==> src/rtl/default_slave_pkg.sv <==
// Shared AXI widths and response codes for the default (unmapped) slave.
// Mirrors the values the interconnect uses for its slave-side ports.
package default_slave_pkg;

    localparam int AXI_ADDR_BITS  = 32;
    localparam int AXI_DATA_BITS  = 32;
    localparam int AXI_STRB_BITS  = 4;
    localparam int AXI_IDS_BITS   = 8;
    localparam int AXI_LEN_BITS   = 4;
    localparam int AXI_SIZE_BITS  = 3;
    localparam int AXI_BURST_BITS = 2;

    localparam logic [1:0] AXI_RESP_OKAY   = 2'b00;
    localparam logic [1:0] AXI_RESP_DECERR = 2'b11;

endpackage

==> src/rtl/default_slave.sv <==
// AXI4 responder for unmapped addresses: accepts any write or read burst and
// terminates it with DECERR so a stray master access never stalls the fabric.
module default_slave
    import default_slave_pkg::*;
(
    input  logic                      ACLK,
    input  logic                      ARESETn,
    input  logic [AXI_IDS_BITS-1:0]   AWID_S,
    input  logic [AXI_ADDR_BITS-1:0]  AWADDR_S,
    input  logic [AXI_LEN_BITS-1:0]   AWLEN_S,
    input  logic [AXI_SIZE_BITS-1:0]  AWSIZE_S,
    input  logic [AXI_BURST_BITS-1:0] AWBURST_S,
    input  logic                      AWVALID_S,
    output logic                      AWREADY_S,
    input  logic [AXI_DATA_BITS-1:0]  WDATA_S,
    input  logic [AXI_STRB_BITS-1:0]  WSTRB_S,
    input  logic                      WLAST_S,
    input  logic                      WVALID_S,
    output logic                      WREADY_S,
    output logic [AXI_IDS_BITS-1:0]   BID_S,
    output logic [1:0]                BRESP_S,
    output logic                      BVALID_S,
    input  logic                      BREADY_S,
    input  logic [AXI_IDS_BITS-1:0]   ARID_S,
    input  logic [AXI_ADDR_BITS-1:0]  ARADDR_S,
    input  logic [AXI_LEN_BITS-1:0]   ARLEN_S,
    input  logic [AXI_SIZE_BITS-1:0]  ARSIZE_S,
    input  logic [AXI_BURST_BITS-1:0] ARBURST_S,
    input  logic                      ARVALID_S,
    output logic                      ARREADY_S,
    output logic [AXI_IDS_BITS-1:0]   RID_S,
    output logic [AXI_DATA_BITS-1:0]  RDATA_S,
    output logic [1:0]                RRESP_S,
    output logic                      RLAST_S,
    output logic                      RVALID_S,
    input  logic                      RREADY_S
);

    typedef enum logic [1:0] {W_IDLE = 2'd0, W_DATA = 2'd1, W_RESP = 2'd2} w_state_e;
    typedef enum logic       {R_IDLE = 1'b0, R_DATA = 1'b1} r_state_e;

    w_state_e                w_state_r, w_state_s;
    r_state_e                r_state_r, r_state_s;
    logic [AXI_IDS_BITS-1:0] bid_r, rid_r;
    logic [AXI_LEN_BITS-1:0] rlen_r, rcnt_r;
    logic                    aw_hs_s, w_last_hs_s, b_hs_s, ar_hs_s, r_hs_s, r_last_s;
    logic                    unused_s;

    // Address, size, burst and write payload have no effect on a DECERR reply
    assign unused_s = ^{AWADDR_S, AWLEN_S, AWSIZE_S, AWBURST_S, WDATA_S, WSTRB_S,
                        ARADDR_S, ARSIZE_S, ARBURST_S};

    assign aw_hs_s     = AWVALID_S & AWREADY_S;
    assign w_last_hs_s = WVALID_S & WREADY_S & WLAST_S;
    assign b_hs_s      = BVALID_S & BREADY_S;
    assign ar_hs_s     = ARVALID_S & ARREADY_S;
    assign r_hs_s      = RVALID_S & RREADY_S;
    assign r_last_s    = (rcnt_r == rlen_r);

    // Write path: state register and latched AWID
    always_ff @(posedge ACLK or negedge ARESETn) begin
        if (!ARESETn) begin
            w_state_r <= W_IDLE;
            bid_r     <= {AXI_IDS_BITS{1'b0}};
        end else begin
            w_state_r <= w_state_s;
            if (aw_hs_s) begin
                bid_r <= AWID_S;
            end
        end
    end

    // Write path next state; beat count is deliberately ignored, WLAST ends the burst
    always_comb begin
        w_state_s = w_state_r;
        case (w_state_r)
            W_IDLE:  if (aw_hs_s)     w_state_s = W_DATA; else w_state_s = W_IDLE;
            W_DATA:  if (w_last_hs_s) w_state_s = W_RESP; else w_state_s = W_DATA;
            W_RESP:  if (b_hs_s)      w_state_s = W_IDLE; else w_state_s = W_RESP;
            default: w_state_s = W_IDLE;
        endcase
    end

    // Write path outputs decoded from state only
    always_comb begin
        AWREADY_S = 1'b0;
        WREADY_S  = 1'b0;
        BVALID_S  = 1'b0;
        BRESP_S   = AXI_RESP_OKAY;
        BID_S     = {AXI_IDS_BITS{1'b0}};
        case (w_state_r)
            W_IDLE:  AWREADY_S = 1'b1;
            W_DATA:  WREADY_S  = 1'b1;
            W_RESP: begin
                BVALID_S = 1'b1;
                BRESP_S  = AXI_RESP_DECERR;
                BID_S    = bid_r;
            end
            default: AWREADY_S = 1'b0;
        endcase
    end

    // Read path: state, latched ARID/ARLEN and beat counter (holds at LEN on the last beat)
    always_ff @(posedge ACLK or negedge ARESETn) begin
        if (!ARESETn) begin
            r_state_r <= R_IDLE;
            rid_r     <= {AXI_IDS_BITS{1'b0}};
            rlen_r    <= {AXI_LEN_BITS{1'b0}};
            rcnt_r    <= {AXI_LEN_BITS{1'b0}};
        end else begin
            r_state_r <= r_state_s;
            if (ar_hs_s) begin
                rid_r  <= ARID_S;
                rlen_r <= ARLEN_S;
                rcnt_r <= {AXI_LEN_BITS{1'b0}};
            end else if (r_hs_s && !r_last_s) begin
                rcnt_r <= rcnt_r + {{(AXI_LEN_BITS-1){1'b0}}, 1'b1};
            end
        end
    end

    // Read path next state
    always_comb begin
        r_state_s = r_state_r;
        case (r_state_r)
            R_IDLE:  if (ar_hs_s)             r_state_s = R_DATA; else r_state_s = R_IDLE;
            R_DATA:  if (r_hs_s && r_last_s) r_state_s = R_IDLE; else r_state_s = R_DATA;
            default: r_state_s = R_IDLE;
        endcase
    end

    // Read path outputs decoded from state only; data is always zero
    always_comb begin
        ARREADY_S = 1'b0;
        RVALID_S  = 1'b0;
        RRESP_S   = AXI_RESP_OKAY;
        RID_S     = {AXI_IDS_BITS{1'b0}};
        RLAST_S   = 1'b0;
        RDATA_S   = {AXI_DATA_BITS{1'b0}};
        case (r_state_r)
            R_IDLE:  ARREADY_S = 1'b1;
            R_DATA: begin
                RVALID_S = 1'b1;
                RRESP_S  = AXI_RESP_DECERR;
                RID_S    = rid_r;
                RLAST_S  = r_last_s;
            end
            default: ARREADY_S = 1'b0;
        endcase
    end

endmodule
==> config.mk <==
export PLATFORM = sky130hd
export DESIGN_NAME = default_slave
export DESIGN_NICKNAME = d
export VERILOG_FILES = /design/src/rtl/default_slave_pkg.sv /design/src/rtl/default_slave.sv
export SDC_FILE = /design/constraint.sdc
export NUM_CORES = 1
export LEC_CHECK = 0
export CELL_PAD_IN_SITES_DETAIL_PLACEMENT = 1
export CELL_PAD_IN_SITES_GLOBAL_PLACEMENT = 1
export CORE_MARGIN = 1.5
export CORE_UTILIZATION = 17
export DETAILED_ROUTE_END_ITERATION = 8
export PLACE_DENSITY_LB_ADDON = 0.1
export SLEW_MARGIN = 20
export SYNTH_ARGS = -nofsm -noshare
export SYNTH_HDL_FRONTEND = slang
export SYNTH_SLANG_ARGS = --single-unit
==> constraint.sdc <==
create_clock -name ACLK -period 3.3 [get_ports ACLK]
set_input_delay 0.99 -clock ACLK [delete_from_list [all_inputs] [get_ports ACLK]]
set_output_delay 0.99 -clock ACLK [all_outputs]
set_load 0.005 [all_outputs]
Word-level counts from Yosys, hierarchy flattened

Index checks and enable logic that the tools add are counted.

Flip-flop bits (word level): 27
Input bits: 142
Output and inout bits: 58
Word-level logic and storage cells: 41

Add/subtract/negate cells: 1
Equality and inequality tests: 3
Muxes and demuxes: 19
Bitwise gates (word level): 7
Reduce and logical (&&, ||, !) cells: 5

Operators with widths:

| cell                  | number |
|---|---|
| $mux W8               | 2 |
| $mux W1               | 9 |
| $mux W2               | 4 |
| $mux W4               | 2 |
| $and A1 B1 Y1         | 6 |
| $pmux W2 S3           | 1 |
| $add A4 B1 Y4 const B | 1 |
| $eq A4 B4 Y1          | 1 |
| $eq A2 B1 Y1 const B  | 1 |
| $eq A2 B2 Y1 const B  | 1 |
| $logic_and A1 B1 Y1   | 2 |
| $logic_not A2 Y1      | 1 |
| $pmux W1 S2           | 1 |
| $reduce_bool A2 Y1    | 1 |
| $logic_not A1 Y1      | 1 |
| $not A1 Y1            | 1 |

Logic depth before layout (Yosys ltp)

Gate-level depths: netlist of the first run.

Depth in word-level cells: 6
Mapped depth: 6
Mapped depth without buffers: 4

Worst setup path after synthesis of the first run

No wires, ideal clock.

Path kind: flip-flop to output port
From: register w_state_r[0]
To: output port BID_S[0]
Arrival: 0.907 ns
Data required time: 2.310 ns
Path slack: 1.403 ns
Cell stages (with the launch flop): 4
Buffers on the path: 1
Cell sequence: dfrtp_1 nor2b_1 clkbuf_1 and2_1

Word-level cells in the longest chain between the ends: 2

Ends and longest elaborated chain:

| element                  | RTL line            | RTL |
|---|---|---|
| start: declaration       | default_slave.sv:42 | `w_state_e w_state_r, w_state_s;` |
| start signal: assignment | default_slave.sv:66 | `w_state_r <= w_state_s;` |
| $eq A2 B2 Y1             | default_slave.sv:91 | `case (w_state_r)` |
| $mux W8                  | default_slave.sv:91 |  |
| end: declaration         | default_slave.sv:20 | `output logic [AXI_IDS_BITS-1:0] BID_S,` |

No other way between the ends.

Final worst setup path of the first run

From: register rcnt_r[2]
To: output port RLAST_S

Word-level cells in the longest chain between the ends: 2

Ends and longest elaborated chain:

| element                  | RTL line             | RTL |
|---|---|---|
| start: declaration       | default_slave.sv:45  | `logic [AXI_LEN_BITS-1:0] rlen_r, rcnt_r;` |
| start signal: assignment | default_slave.sv:109 | `rcnt_r <= {AXI_LEN_BITS{1'b0}};` |
| start signal: assignment | default_slave.sv:115 | `rcnt_r <= {AXI_LEN_BITS{1'b0}};` |
| start signal: assignment | default_slave.sv:117 | `rcnt_r <= rcnt_r + {{(AXI_LEN_BITS-1){1'b0}}, 1'b1};` |
| $eq A4 B4 Y1             | default_slave.sv:58  | `assign r_last_s = (rcnt_r == rlen_r);` |
| $mux W1                  | default_slave.sv:140 | `case (r_state_r)` |
| end: declaration         | default_slave.sv:34  | `output logic RLAST_S,` |

No other way between the ends.

==> results of run 1 <==
[critical path, delay by kind of cell, from the launching register on]
family,cells,cell delay (ps)
XOR/XNOR,1,270
buffers and inverters,1,500
flip-flops,1,430
AND/OR/NAND/NOR,2,300
[final cells by class]
cell class | instances | area share, %
clock buffers | 3 | 2.00
clock inverters | 1 | 0.242
inverters | 2 | 0.363
multi-input cells | 122 | 31.4
flip-flops and latches | 27 | 32.7
well taps | 108 | 6.54
repair buffers | 56 | 26.8
[worst max-delay path by stage]
stage,endpoint,slack (ps),cells past startpoint,from
5_1_grt,RLAST_S,380,4,rcnt_r[2]
2_1_floorplan,BID_S[0],1400,3,w_state_r[0]
3_5_place_dp,rlen_r[1],810,5,ARVALID_S
6_report,RLAST_S,540,4,rcnt_r[2]
4_1_cts,RLAST_S,480,4,rcnt_r[2]
3_3_place_gp,rlen_r[1],790,5,ARVALID_S
[synth_stat cells]
master / number
buf_2: 2
clkbuf_1: 3
nand2_1: 44
conb_1: 1
mux2_2: 8
inv_1: 2
nand4_1: 2
ha_1: 1
and2_1: 17
nor2b_1: 3
a21o_1: 1
o21ai_0: 1
nor2_1: 3
xnor2_1: 5
a32o_1: 1
buf_4: 36
a41oi_2: 1
dfrtp_1: 27
o22a_1: 1
mux2i_1: 2
[power by group through the flow]
stage                     sequential (W)  combinational (W)  clock, W
after floorplan                 0.000571           0.000452         0
after global placement          0.000615           0.000744         0
after detailed placement        0.000616           0.000744         0
after CTS                       0.000609           0.000746  0.000208
after global routing            0.000634           0.000811  0.000220
final                           0.000604           0.000723  0.000194
[routing by layer]
layer	GRT usage, %	share of wire [%]	vias to the layer above
met5	0	0	-
met4	3.01	0.87	0
met3	2.23	8.1	2
met2	12.2	47	51
met1	9.65	44	517
li1	-	-	533
[sequential cells by signal, summed over array words and instances, names as in the netlist]
| signal | flops |
|---|---|
| rlen_r | 4 |
| r_state_r | 1 |
| rcnt_r | 4 |
| w_state_r | 2 |
| rid_r | 8 |
| bid_r | 8 |
[through the flow]
stage | util, % | instance area, µm² | hold slack [ps]
after floorplan | - | 1620 | 438
after global placement | 23.4 | 2020 | 452
after detailed placement | 23.4 | 2020 | 459
after CTS | 23.9 | 2070 | 486
after global routing | 23.9 | 2070 | 501
final | 23.9 | 2070 | 479
[cells by family after synthesis]
| logic type | count (synthesis) |
|---|---|
| flip-flops | 27 |
| XOR/XNOR | 5 |
| AND/OR/NAND/NOR | 69 |
| AO/OA/AOI/OAI | 5 |
| buffers and inverters | 43 |
| adder cells (fa/ha/maj) | 1 |
| multiplexers | 10 |
| other | 1 |
==> implementation parameters, run 1 <==
Parameter                              Value

Status
  Status ... complete, no violations

Run
  Max-cap check violation count ... 0

STA
  Setup slack of the critical path after layout ... 535 ps
  Fmax achieved ... 0.362 GHz
  Final cycle utilization of the critical path ... 83.8%
  Unrepaired setup endpoints after global routing ... false
  Total setup violations reported at the end of the flow ... 0
  Final Hold Viols ... 0
  Max Slew Vio Count ... 0
  Total negative setup slack ... 0 ps
  Min Clock Period, post-route ... 2760 ps
  Least-Margin Pin Slew ... 550 ps
  Worst Clk Skew ... 4.14 ps
  Worst slew slack as a fraction of its limit ... 63.2%

Logic synthesis
  Number of warning messages in the yosys log ... 0
  Simple-gate share of the synthesized area ... 20.8%
  Mux cell area share after synthesis ... 7.31%
  #FFs+latches synth ... 27
  Mean area per synthesized cell ... 9.36 µm²
  Complex-gate fraction of the synthesized area ... 3.16%
  Dominant combinational cell family by area after synthesis ... simple AND/OR/NAND/NOR gates
  Synth top area share ... 44.9%
  Number of cells produced by synthesis ... 161
  Distinct cell type count after synthesis ... 20
  Xor-xnor portion of the synthesized cell area ... 2.91%
  Cell accounting for the most synthesized area ... dfrtp_1
  Adder-cell area share of the yosys netlist ... 0.831%
  Sequential cell area fraction in the yosys report ... 44.9%
  Summed instance area of the synthesized netlist ... 1510 µm²
  Largest cells by area after synthesis ... dfrtp_1 45%, buf_4 18%, nand2_1 11%

Critical path
  Element type at the critical path end ... primary output
  Setup slack on the worst flop-to-flop path ... 1730 ps
  Type of the worst setup path ... register to primary output
  Largest fanout on the critical path ... 4
  Critical Path, Cell by Cell ... xnor2_1, nand4_1, nor2_1, clkdlybuf4s50_1
  Slowest stage cell, crit path ... clkdlybuf4s50_1
  Worst EP required ... 2310 ps
  Type of element launching the critical path ... register
  Data arrival time of the worst path ... 1770 ps
  Worst Reg2Reg Path Length in Cells ... 4
  Critical register-to-register path startpoint ... r_state_r
  Endpoint of the lowest-slack register-to-register path ... rcnt_r[1]
  Biggest cell delay along the critical path ... 500 ps

Place
  Number of cells after detailed placement ... 315
  RD Place Congestion ... 0.660
  Placement-stage worst setup slack ... 811 ps
  HPWL after detailed placement ... 2640 µm
  Count of buffers from port buffering ... 53

Min path
  End point of the worst hold path ... rid_r[2]
  Hold_sp ... rid_r[2]
  Hold Path Stages ... 2
  Class of the worst hold path ... register to register

Pwr
  Total internal power ... 0.00101 W
  Clock share of power ... 12.8%
  Flop pwr share ... 39.7%
  Largest voltage drop on the vdd net ... 0.173 mV
  Power per cell area ... 737 nW/µm²
  Static Leak ... 0.949 nW
  Switching share of total power ... 33.7%
  Total power ... 0.00152 W
  Logic gate share of total power ... 47.5%
  Net Switching ... 0.000512 W

Finish
  Share of post-route cells with drive strength above 1 ... 7.58%
  Nets ... 355
  Antenna diode count ... 0
  Total area of multi-input combinational cells ... 648 µm²
  Synthesis-to-layout area growth ... 37.1%
  Filler cells ... 1012
  Sequential cell area ... 676 µm²
  Top library cells by usage in the layout, fill and taps aside ... 53 x clkdlybuf4s50_1, 44 x nand2_1, 32 x conb_1, 27 x dfrtp_1, 17 x and2_1
  Most common library cell in the layout ignoring fill and taps ... clkdlybuf4s50_1
  Non-filler cells in the finished layout ... 319

Floorplan
  Total number of placement rows ... 34
  Die area ... 9440 µm²
  Initial Utilization ... 17.4%
  Die W ... 97.1 µm
  Core Box Area ... 8640 µm²
  Vert. Die Dim ... 97.1 µm
  I/O pins ... 200

Route
  Total via count after detailed routing ... 1103
  DRC marker count from the first detailed-route iteration ... 23
  Detailed Routing Iterations Pass 1 ... 2
  Via density ... 3.46
  Antenna Violating Nets Remaining ... 0
  Aggregate routed wire length ... 3550 µm
  WL per Instance ... 11.1 µm
  Remaining DRCs ... 0

CTS
  Number of clock sinks ... 27
  Maximum buffer depth of the clock tree ... 2
  Number of setup buffers added after CTS ... 0
  Quantity of hold-fixing buffers added after cts ... 0
  CTS Buf Count ... 3
  Number of cells upsized or downsized after cts ... 0
  Buffer type at the clock tree root ... clkbuf_8
  Clock insertion delay at the later pin of the skew report ... 270 ps
  Reg clk slew, reported paths ... 100 ps
  Number of levels in the clock H-tree ... 1
  CTS tree ... done

GRT
  Vias in the first global route ... 1100
  Antenna violations before repair ... 0
  Wire length of the first global-routing pass ... 5610 µm
  Global route overflow ... 0
  Gr usage total ... 7.63%
  Pin count of the biggest net entering global routing ... 28
Power figures use the tool's default switching activity.
==> run 2: changes to the inputs <==
- CORE_UTILIZATION: 17 -> 14
- clock period: 3.3 -> 2.5 ns (I/O delays scaled with it)
==> run 2 against run 1 <==
Against the previous run: register-to-register slack got worse by 710 ps; sequential share of layout area shrank 1.7 points; non-clock buffer count increased by 7; critical path depth is the same; first-iteration DRC count rose by 52%; cell area is 6.1% higher; via count grew 1.5%; sequential power rose by 34%; combinational power increased by 54%; global-route usage is 0.68 points lower; critical path type unchanged; critical endpoint is now BID_S[3].
==> implementation parameters, run 2 (synthesis gave the netlist of run 1 again) <==
Parameter                              Value

Status
  Status ... complete, no violations (unchanged)

Critical path
  Worst EP required ... 1750 ps (was 2310 ps)
  Data arrival time of the worst path ... 1600 ps (was 1770 ps)
  Critical register-to-register path startpoint ... r_state_r (unchanged)
  Depth of the critical timing path with buffers and inverters included ... 4 (unchanged)
  Buffering stage count on the worst path with inverters included ... 2 (was 1)
  Critical path destination ... BID_S[3] (was RLAST_S)
  Type of the worst setup path ... register to primary output (unchanged)
  Critical Path Source ... w_state_r[0] (was rcnt_r[2])
  Largest fanout on the critical path ... 12 (was 4)
  Slowest stage cell, crit path ... clkdlybuf4s50_1 (unchanged)
  Worst Reg2Reg Path Length in Cells ... 5 (was 4)
  Biggest cell delay along the critical path ... 490 ps (was 500 ps)
  Type of element launching the critical path ... register (unchanged)
  Critical Path, Cell by Cell ... nor2b_1, buf_4, and2_1, clkdlybuf4s50_1 (was xnor2_1, nand4_1, nor2_1, clkdlybuf4s50_1)
  Cell family with the largest share of critical-path delay ... buffers and inverters (unchanged)
  Setup slack on the worst flop-to-flop path ... 1020 ps (was 1730 ps)
  Endpoint of the lowest-slack register-to-register path ... rcnt_r[3] (was rcnt_r[1])
  Element type at the critical path end ... primary output (unchanged)

CTS
  Buffer type at the clock tree root ... clkbuf_8 (unchanged)
  CTS Buf Count ... 3 (unchanged)
  Clock insertion delay at the later pin of the skew report ... 270 ps (about the same)
  Number of clock sinks ... 27 (unchanged)
  CTS tree ... done (unchanged)
  Maximum buffer depth of the clock tree ... 2 (unchanged)
  Reg clk slew, reported paths ... 100 ps (about the same)
  Quantity of hold-fixing buffers added after cts ... 0 (unchanged)
  Number of levels in the clock H-tree ... 1 (unchanged)

GRT
  Global route overflow ... 0 (unchanged)
  Fraction of met1 tracks used by global routing ... 9.18% (was 9.65%)
  Vias in the first global route ... 1117 (was 1100)
  Gr usage total ... 6.95% (was 7.63%)
  Wire length of the first global-routing pass ... 6050 µm (was 5610 µm)
  Global routing usage on met2 ... 10.9% (was 12.2%)
  Pin count of the biggest net entering global routing ... 28 (unchanged)
  Met3 GRT Util ... 2.13% (was 2.23%)
  GR peak layer ... met2 (unchanged)
  Antenna violations before repair ... 0 (unchanged)

STA
  Total setup violations reported at the end of the flow ... 0 (unchanged)
  Unrepaired setup endpoints after global routing ... false (unchanged)
  Final cycle utilization of the critical path ... 94.0%
  Fmax achieved ... 0.425 GHz
  Total negative setup slack ... 0 ps (unchanged)
  Setup slack of the critical path after layout ... 149 ps (was 535 ps)
  Worst Clk Skew ... 2.16 ps (was 4.14 ps)
  Min Clock Period, post-route ... 2350 ps
  Final Hold Viols ... 0 (unchanged)
  Max Slew Vio Count ... 0 (unchanged)

Pwr
  Static Leak ... 1.01 nW (was 0.949 nW)
  Largest voltage drop on the vdd net ... 0.214 mV (was 0.173 mV)
  Total power ... 0.00218 W (was 0.00152 W)
  Switching share of total power ... 33.5% (was 33.7%)
  Net Switching ... 0.000732 W (was 0.000512 W)
  Clock share of power ... 12.1% (was 12.8%)
  Flop pwr share ... 37.1% (was 39.7%)
  Power per cell area ... 995 nW/µm² (was 737 nW/µm²)
  Total internal power ... 0.00145 W (was 0.00101 W)
  Logic gate share of total power ... 50.8% (was 47.5%)

Floorplan
  Initial Utilization ... 14.5% (was 17.4%)
  Total number of placement rows ... 37 (was 34)
  I/O pins ... 200 (unchanged)
  Core Box Area ... 10400 µm² (was 8640 µm²)
  Die area ... 11400 µm² (was 9440 µm²)
  Die W ... 107 µm (was 97.1 µm)
  Vert. Die Dim ... 107 µm (was 97.1 µm)

Finish
  Share of post-route cells with drive strength above 1 ... 13.8% (was 7.58%)
  Final core utilization ... 21.1% (was 23.9%)
  Total non-filler cell area in the finished layout ... 2190 µm² (was 2070 µm²)
  Most common library cell in the layout ignoring fill and taps ... clkdlybuf4s50_1 (unchanged)
  Synthesis-to-layout area growth ... 45.5% (was 37.1%)
  Antenna diode count ... 0 (unchanged)
  Nets ... 362 (was 355)
  Top library cells by usage in the layout, fill and taps aside ... 52 x clkdlybuf4s50_1, 44 x nand2_1, 32 x conb_1, 24 x dfrtp_1, 17 x and2_1 (was 53 x clkdlybuf4s50_1, 44 x nand2_1, 32 x conb_1, 27 x dfrtp_1, 17 x and2_1)
  Registers with the most flip-flops ... bid_r x8, rid_r x8 (unchanged)

Place
  Post-placement cell area ... 2070 µm² (was 2020 µm²)
  Count of buffers from port buffering ... 53 (unchanged)
  RD Place Congestion ... 0.621 (was 0.660)
  HPWL after detailed placement ... 2850 µm (was 2640 µm)
  Placement-stage worst setup slack ... 264 ps (was 811 ps)

Min path
  Class of the worst hold path ... register to register (unchanged)
  Hold Path Stages ... 2 (unchanged)

Route
  Remaining DRCs ... 0 (unchanged)
  Via density ... 3.16 (was 3.46)
  WL per Instance ... 10.9 µm (was 11.1 µm)
  Antenna Violating Nets Remaining ... 0 (unchanged)
  Detailed Routing Iterations Pass 1 ... 3 (was 2)
  DRC marker count from the first detailed-route iteration ... 35 (was 23)
  Total via count after detailed routing ... 1119 (was 1103)
  Aggregate routed wire length ... 3860 µm (was 3550 µm)

Run
  Max-cap check violation count ... 0 (unchanged)
[run 2: cell types whose count changed in the layout (fill, tap and decap cells not counted)]
cell             previous run  this run
dfrtp_1                    27        24
clkdlybuf4s50_1            53        52
buf_4                       3        10
clkinv_2                    1         0
dlymetal6s2s_1              0         1
xnor2_2                     0         4
clkinvlp_4                  0         1
dfrtp_2                     0         3
xnor2_1                     5         1
[run 2: per-layer routing]
metal	share of wire, %	up-vias	routed length [µm]
met2	45	50	1740
met5	0	-	0
met4	0.86	0	33
li1	-	550	-
met3	7.7	2	297
met1	46	517	1790
[run 2: final cells by class]
type                       count  area (µm²)
inverter                       2        7.51
clock buffer                   3        41.3
clock inverter                 1        7.51
tap                          136         170
timing repair buffer          63         608
fill                        1229        8180
multi-input combinational    122         678
sequential                    27         679
[run 2: repair_timing]
| action | 4_1_cts | 5_1_grt |
|---|---|---|
| resized for setup | 5 | 3 |
| setup buffers | 1 | 4 |
| endpoints found under the hold margin | 0 | 0 |
| setup endpoints to repair | 1 | 5 |
| pin swaps | 0 | 4 |
[run 2: worst min path at each step]
stage / start / to / slack [ps]
global route: rid_r[0] / rid_r[0] / 500
detailed placement: rid_r[7] / rid_r[7] / 460
finish: rid_r[1] / rid_r[1] / 480
floorplan: rid_r[0] / rid_r[0] / 440
CTS: rid_r[7] / rid_r[7] / 490
global placement: rid_r[0] / rid_r[0] / 450
[run 2: worst reg2reg max path: stages (launching register included)]
cell     delay (ps)
dfrtp_2         510
buf_4           170
nand2_1          80
a41oi_2         290
nand4_1         170
mux2i_1         140
[run 2: power by group through the flow]
stage	Combinational [W]	Clock, W	Sequential (W)
finish	0.00111	0.000263	0.000811
global route	0.00125	0.000303	0.000850
CTS	0.00107	0.000285	0.000822
detailed placement	0.00102	0	0.000815
global placement	0.00102	0	0.000808
floorplan	0.000597	0	0.000754
[run 2: metrics by stage]
step,cells,hold slack [ps]
6_report,354,477
3_5_place_dp,345,457
5_1_grt,354,497
2_1_floorplan,192,438
4_1_cts,350,486
3_3_place_gp,345,454
==> run 3: changes to the inputs <==
- GPL_ROUTABILITY_DRIVEN: unset -> 0
==> results of run 3 <==
No change in the layout: final DEF, timing and power equal those of run 2.
